<file path="src/rtl/instr_loader_if.sv">
// instr_loader_if
// Groups the loader's byte-stream handshake and its instruction-memory
// write bus.
//
// Byte stream (valid/ready): a byte moves on a rising clock edge where
// byte_valid_i and byte_ready_o are both 1. The source holds
// byte_data_i stable while byte_valid_i is high and the byte has not been
// taken. byte_ready_o never depends on byte_valid_i.
//
// Memory bus: im_we_o is a one-cycle write strobe. im_addr_o and im_data_o
// are valid in that cycle.
//
// Modports:
//   master - the loader: drives ready and the memory bus, samples the stream.
//   slave  - the byte source / memory side: drives the stream, samples the rest.
interface instr_loader_if;
  logic        byte_valid_i;
  logic [7:0]  byte_data_i;
  logic        byte_ready_o;
  logic        im_we_o;
  logic [31:0] im_addr_o;
  logic [31:0] im_data_o;

  modport master (
    input  byte_valid_i, byte_data_i,
    output byte_ready_o, im_we_o, im_addr_o, im_data_o
  );

  modport slave (
    output byte_valid_i, byte_data_i,
    input  byte_ready_o, im_we_o, im_addr_o, im_data_o
  );
endinterface

</file>
<file path="src/rtl/instr_loader.sv">
// instr_loader
// Boot-time program loader. It receives a framed byte stream and builds
// big-endian 32-bit words from it. It writes those words to consecutive
// instruction-memory addresses. The CPU is held in reset until the complete
// image has arrived and its checksum is correct.
//
// Frame: N_HI N_LO, then 4*N payload bytes (MSB first), then CK.
// CK is the XOR of the payload bytes only.
//
// Ports:
//   clk_i        rising-edge clock
//   rst_i        synchronous active-high reset
//   start_i      begin/restart a load (IDLE or DONE only)
//   bus          byte stream in + instruction-memory write out (master side)
//   cpu_rst_n_o  0 holds the CPU in reset; 1 only in DONE
//   done_o       image loaded and verified
//   err_o        load aborted (oversize count or bad checksum); sticky until rst_i
//   word_cnt_o   words written in the current load
//   state_o      FSM state, for debug
module instr_loader #(
  parameter int DEPTH = 256
) (
  input  logic            clk_i,
  input  logic            rst_i,
  input  logic            start_i,
  instr_loader_if.master  bus,
  output logic            cpu_rst_n_o,
  output logic            done_o,
  output logic            err_o,
  output logic [15:0]     word_cnt_o,
  output logic [2:0]      state_o
);

  typedef enum logic [2:0] {
    ST_IDLE   = 3'd0,
    ST_HDR_HI = 3'd1,
    ST_HDR_LO = 3'd2,
    ST_DATA   = 3'd3,
    ST_CKSUM  = 3'd4,
    ST_DONE   = 3'd5,
    ST_ERR    = 3'd6
  } state_t;

  localparam logic [16:0] DEPTH_W = 17'(DEPTH);

  state_t      state, state_next;
  logic [7:0]  n_hi;
  logic [15:0] n_words;
  logic [23:0] asm_q;        // first three bytes of the word being assembled
  logic [1:0]  byte_cnt;
  logic [7:0]  cksum;
  logic [15:0] word_cnt;
  logic        im_we;
  logic [31:0] im_addr;
  logic [31:0] im_data;

  logic        accept;
  logic [15:0] hdr_n;
  logic        last_word;
  logic        entering_hdr;

  assign accept       = bus.byte_valid_i & bus.byte_ready_o;
  assign hdr_n        = {n_hi, bus.byte_data_i};
  assign last_word    = (16'(word_cnt + 16'd1) == n_words);
  assign entering_hdr = (state_next == ST_HDR_HI) && (state != ST_HDR_HI);

  // Every output below is a decode of registered state or a register.
  assign bus.byte_ready_o = (state == ST_HDR_HI) || (state == ST_HDR_LO) ||
                            (state == ST_DATA)   || (state == ST_CKSUM);
  assign bus.im_we_o      = im_we;
  assign bus.im_addr_o    = im_addr;
  assign bus.im_data_o    = im_data;
  assign cpu_rst_n_o      = (state == ST_DONE);
  assign done_o           = (state == ST_DONE);
  assign err_o            = (state == ST_ERR);
  assign word_cnt_o       = word_cnt;
  assign state_o          = state;

  always_ff @(posedge clk_i) begin
    if (rst_i) state <= ST_IDLE;
    else       state <= state_next;
  end

  always_comb begin
    state_next = state;
    case (state)
      ST_IDLE:   if (start_i) state_next = ST_HDR_HI;
      ST_HDR_HI: if (accept)  state_next = ST_HDR_LO;
      ST_HDR_LO: if (accept) begin
        if ({1'b0, hdr_n} > DEPTH_W) state_next = ST_ERR;
        else if (hdr_n == 16'd0)     state_next = ST_CKSUM;
        else                         state_next = ST_DATA;
      end
      ST_DATA:   if (accept && (byte_cnt == 2'd3) && last_word) state_next = ST_CKSUM;
      ST_CKSUM:  if (accept) state_next = (bus.byte_data_i == cksum) ? ST_DONE : ST_ERR;
      ST_DONE:   if (start_i) state_next = ST_HDR_HI;
      ST_ERR:    state_next = ST_ERR;
      default:   state_next = ST_IDLE;
    endcase
  end

  always_ff @(posedge clk_i) begin
    if (rst_i) begin
      n_hi     <= '0;
      n_words  <= '0;
      asm_q    <= '0;
      byte_cnt <= '0;
      cksum    <= '0;
      word_cnt <= '0;
      im_we    <= 1'b0;
      im_addr  <= '0;
      im_data  <= '0;
    end else begin
      im_we <= 1'b0;
      if (entering_hdr) begin
        word_cnt <= '0;
        byte_cnt <= '0;
        cksum    <= '0;
        asm_q    <= '0;
      end
      if (accept) begin
        case (state)
          ST_HDR_HI: n_hi    <= bus.byte_data_i;
          ST_HDR_LO: n_words <= hdr_n;
          ST_DATA: begin
            cksum    <= cksum ^ bus.byte_data_i;
            byte_cnt <= byte_cnt + 2'd1;
            if (byte_cnt == 2'd3) begin
              // The fourth byte completes the word. Issue the write in the next cycle.
              im_we    <= 1'b1;
              im_data  <= {asm_q, bus.byte_data_i};
              im_addr  <= {14'd0, word_cnt, 2'b00};
              word_cnt <= 16'(word_cnt + 16'd1);
            end else begin
              asm_q <= {asm_q[15:0], bus.byte_data_i};
            end
          end
          default: ;
        endcase
      end
    end
  end

endmodule

</file>
<file path="src/flat_wrapper.sv">
// flat-port wrapper written by rule: the top's interface ports become plain ports
module instr_loader_flat 
#(
  parameter int DEPTH = 256
)
  (clk_i, rst_i, start_i, cpu_rst_n_o, done_o, err_o, word_cnt_o, state_o, bus_byte_valid_i, bus_byte_data_i, bus_byte_ready_o, bus_im_we_o, bus_im_addr_o, bus_im_data_o);
  instr_loader_if bus_i ();
  input  logic clk_i;
  input  logic rst_i;
  input  logic start_i;
  output logic cpu_rst_n_o;
  output logic done_o;
  output logic err_o;
  output logic [15:0] word_cnt_o;
  output logic [2:0] state_o;
  input wire logic [$bits(bus_i.byte_valid_i)-1:0] bus_byte_valid_i;
  input wire logic [$bits(bus_i.byte_data_i)-1:0] bus_byte_data_i;
  output wire logic [$bits(bus_i.byte_ready_o)-1:0] bus_byte_ready_o;
  output wire logic [$bits(bus_i.im_we_o)-1:0] bus_im_we_o;
  output wire logic [$bits(bus_i.im_addr_o)-1:0] bus_im_addr_o;
  output wire logic [$bits(bus_i.im_data_o)-1:0] bus_im_data_o;
  assign bus_i.byte_valid_i = bus_byte_valid_i;
  assign bus_i.byte_data_i = bus_byte_data_i;
  assign bus_byte_ready_o = bus_i.byte_ready_o;
  assign bus_im_we_o = bus_i.im_we_o;
  assign bus_im_addr_o = bus_i.im_addr_o;
  assign bus_im_data_o = bus_i.im_data_o;
  instr_loader #(.DEPTH(DEPTH)) u_core (.clk_i(clk_i), .rst_i(rst_i), .start_i(start_i), .bus(bus_i), .cpu_rst_n_o(cpu_rst_n_o), .done_o(done_o), .err_o(err_o), .word_cnt_o(word_cnt_o), .state_o(state_o));
endmodule
</file>
<file path="config.mk">
export PLATFORM = sky130hd
export DESIGN_NAME = instr_loader_flat
export DESIGN_NICKNAME = d
export VERILOG_FILES = /design/src/rtl/instr_loader_if.sv /design/src/rtl/instr_loader.sv /design/src/flat_wrapper.sv
export SDC_FILE = /design/constraint.sdc
export NUM_CORES = 1
export LEC_CHECK = 0
export BUFFER_PORTS_ARGS = -buffer_cell sky130_fd_sc_hd__buf_4
export CORE_ASPECT_RATIO = 1.4
export CORE_MARGIN = 5
export CORE_UTILIZATION = 56
export CTS_CLUSTER_DIAMETER = 100
export CTS_CLUSTER_SIZE = 28
export DETAILED_ROUTE_END_ITERATION = 12
export PLACE_DENSITY = 0.85
export SYNTH_ARGS = -nofsm -noshare
export SYNTH_HDL_FRONTEND = slang
export SYNTH_SLANG_ARGS = --single-unit
</file>
<file path="constraint.sdc">
create_clock -name clk_i -period 2.29 [get_ports clk_i]
set_input_delay 0.3435 -clock clk_i [delete_from_list [all_inputs] [get_ports clk_i]]
set_output_delay 0.3435 -clock clk_i [all_outputs]
set_load 0.01 [all_outputs]
</file>
==> impl_results.md <==
* Final non-filler cell total at 897
* Min-Delay Endpoint: u_core.n_words[4]
* RSZ-0062 raised after global routing: false
* ANT cells at 0
* Ys async rst share at 0%
* I/O Buffers at 83
* Reg2reg setup slack at 90 ps
* Placed cell area at 6250 µm²
* Placed Cells at 865
* Fin area at 6830 µm²
* Peak supply drop at 0.638 mV
* Vias/cell at 5.64
* Post-synthesis sequential area ratio at 44.9%
* Initial antenna violation count at 0
* Filler Cell Count at 771
* Share of post-route cells with drive strength above 1 at 21.8%
* Pre-antenna DRT Iters at 5
* P_sw at 1300 µW
* Commonest non-fill, non-tap cell in the layout: nand2_1
* Slew margin rel. at 34.5%
* Core area at 9850 µm²
* CTS clk-pin slew, worst paths at 60 ps
* Final Hold Fails at 0
* CP Max Fanout at 10
* WS Path Type: reg2reg
* Die width at 94.7 µm
* Cells on Worst Hold Path at 2
* # Max-Cap Violations at 0
* R2R cell count at 7
* Worst endpoint required time at 2620 ps
* CTS max path bufs at 2
* Min-delay src: rst_i
* Hold WC Path Type: in2reg
* CTS buffer count at 17
* Max Fclk at 455 MHz
* Num Clock Sinks at 126
* DRC at 0
* Period utilisation layout at 95.9%
* Power share of the clock group at 50.4%
* Pin count of the biggest net entering global routing at 55
* Max stage delay cell, worst path: dfxtp_1
* Total gr overflow at 0
* I/O pin count at 100
* Die height at 129 µm
* DR WL/cell at 16.8 µm
* Worst EP arrival at 2530 ps
* Most frequent cells in the layout: nand2_1 (165), dfxtp_1 (124), buf_4 (113), a21oi_1 (89), o21ai_0 (33)
* Clock Tree Root: clkbuf_16
* Pleak at 0.00266 µW
* GP Congestion at 0.969
* DRT iter0 DRCs at 330
* Reg-to-Reg Start: u_core.word_cnt_o[7]
* Post-Route WL at 15,100 µm
* Critical Path Max Stage Delay at 560 ps
* PD cells at 770 nW/µm²
* Worst R2R End: u_core.state_o[2]
* First-pass GRT wire length at 23,800 µm
* ANT nets after route at 0
* WP buf/inv at 0
* Synthesized flop and latch total at 126
* Setup violators final at 0
* Switching portion of total power at 24.6%
* Crit-path cells: nand2_1 > or4_4 > xor2_1 > o22ai_2 > a311oi_2 > nand4_2 > o41ai_2
* Post-CTS Hold Buffers at 0
* Yosys cell types at 57
* Setup_tns at 0 ps
* Crit path max-delay family: simple AND/OR/NAND/NOR gates
* Avg Cell Area, Syn at 8.35 µm²
* Slew @ Worst Pin at 977 ps
* H-tree depth at 4
* Starting density of the core at 57.1%
* Synth warn at 0
* Crit path time final at 2200 ps
* Setup Skew at 6.84 ps
* Area Growth Syn to Fin at 21.6%
* Vias in the first global route at 4,812
* Die Area at 12,200 µm²
* Gr usage total at 25.5%
* Synth Cell Area at 5620 µm²
* Pint at 3970 µW
* CTS tree: yes
* Comb power frac at 6.9%
* Post-CTS Setup Inserts at 0
* Post-detail-place hpwl at 10,500 µm
* Max Slew Vio Count at 0
* Synth Instances at 673
* Synth Flop Type: dfxtp_1
* Worst setup SP type: flip-flop
* Post-synth EDFFs at 0
* CP endpoint kind: flip-flop
* Outcome: finished clean
* Standard-cell rows at 43
* Sequential power share at 42.7%
* Clk Latency, worst-skew pair at 420 ps
* Fin nets at 763
* Via Count at 5,058
[repair_timing]
action	in CTS	in global routing
endpoints found under the setup margin	0	3
gates resized for setup	0	2
hold endpoints to repair	0	0
[how the worst max path moves through the flow]
stage                                    start                 to  slack [ps]  cells past startpoint
after detailed placement  u_core.word_cnt_o[7]  u_core.state_o[2]         140                      7
after CTS                 u_core.word_cnt_o[1]  u_core.state_o[2]          90                      9
after global placement    u_core.word_cnt_o[3]  u_core.state_o[2]         190                      7
after floorplan           u_core.word_cnt_o[0]  u_core.state_o[2]         130                      9
after global routing      u_core.word_cnt_o[7]  u_core.state_o[2]          10                      7
final                     u_core.word_cnt_o[7]  u_core.state_o[2]          90                      7
[area by class of cell]
type	instances	area, µm²	area share [%]
tap	135	169	2.47
sequential	126	2520	36.9
clock inverter	15	160	2.34
timing repair buffer	113	848	12.4
inverter	6	22.5	0.330
multi-input combinational	485	2680	39.3
clock buffer	17	425	6.22
[worst reg2reg max path: stages (launching register included)]
cell and delay, ps:
dfxtp_1 560, nand2_1 160, or4_4 450, xor2_1 170
o22ai_2 100, a311oi_2 220, nand4_2 220, o41ai_2 220
[synthesized netlist by cell type (all sizes together), types with 3 or more instances]
cell | count | area, µm²
nor2 | 31 | 124
o21ai | 36 | 180
a22o | 25 | 219
a311oi | 3 | 32.5
dfxtp | 126 | 2520
and3 | 3 | 20.0
nand4 | 9 | 98.8
nand2b | 7 | 43.8
nor3 | 10 | 71.3
xnor2 | 26 | 228
xor2 | 9 | 78.8
nand2 | 165 | 619
a211oi | 3 | 27.5
o31ai | 4 | 30.0
inv | 5 | 18.8
and4 | 3 | 28.8
nor4 | 5 | 46.3
buf | 30 | 210
nand3b | 11 | 82.6
nand3 | 4 | 20.0
a21oi | 89 | 445
and2 | 4 | 25.0
clkbuf | 41 | 245
[kinds of logic after synthesis]
group	Yosys count	share of synthesized area, %
AO/OA/AOI/OAI	172	18.6
XOR/XNOR	35	5.45
adder cells (fa/ha/maj)	2	0.445
buffers and inverters	77	8.50
flip-flops	126	44.9
other	1	0.0667
AND/OR/NAND/NOR	260	22.0
[sequential cells by signal, summed over array words and instances (netlist names)]
register	flops
u_core.word_cnt_o	16
u_core.cksum	8
u_core.bus.im_we_o	1
u_core.bus.im_data_o	32
u_core.n_hi	8
u_core.state_o	3
u_core.bus.im_addr_o	16
u_core.asm_q	24
u_core.n_words	16
u_core.byte_cnt	2
[per-layer routing]
metal	routed length, µm	global-route usage (%)	vias up
met3	892	7.02	35
met2	7990	44.0	196
li1	-	-	2415
met5	0	0	-
met4	469	12.1	0
met1	5720	28.9	2412
[power by group through the flow]
stage	logic [µW]	clock network [µW]	registers, µW
after floorplan	254	0	2290
after global placement	346	0	2290
after detailed placement	356	0	2290
after CTS	361	2670	2250
after global routing	395	2790	2250
final	364	2650	2250
[through the flow]
| stage | total power (µW) | hold WS (ps) | utilization (%) | setup WS [ps] |
|---|---|---|---|---|
| floorplan | 2540 | 432 | - | 130 |
| global placement | 2640 | 442 | 63.4 | 191 |
| detailed placement | 2650 | 448 | 63.4 | 140 |
| CTS | 5280 | 171 | 69.4 | 92.4 |
| global route | 5430 | 175 | 69.4 | 12.7 |
| finish | 5260 | 182 | 69.4 | 94.2 |
(Power assumes the default switching activity.)
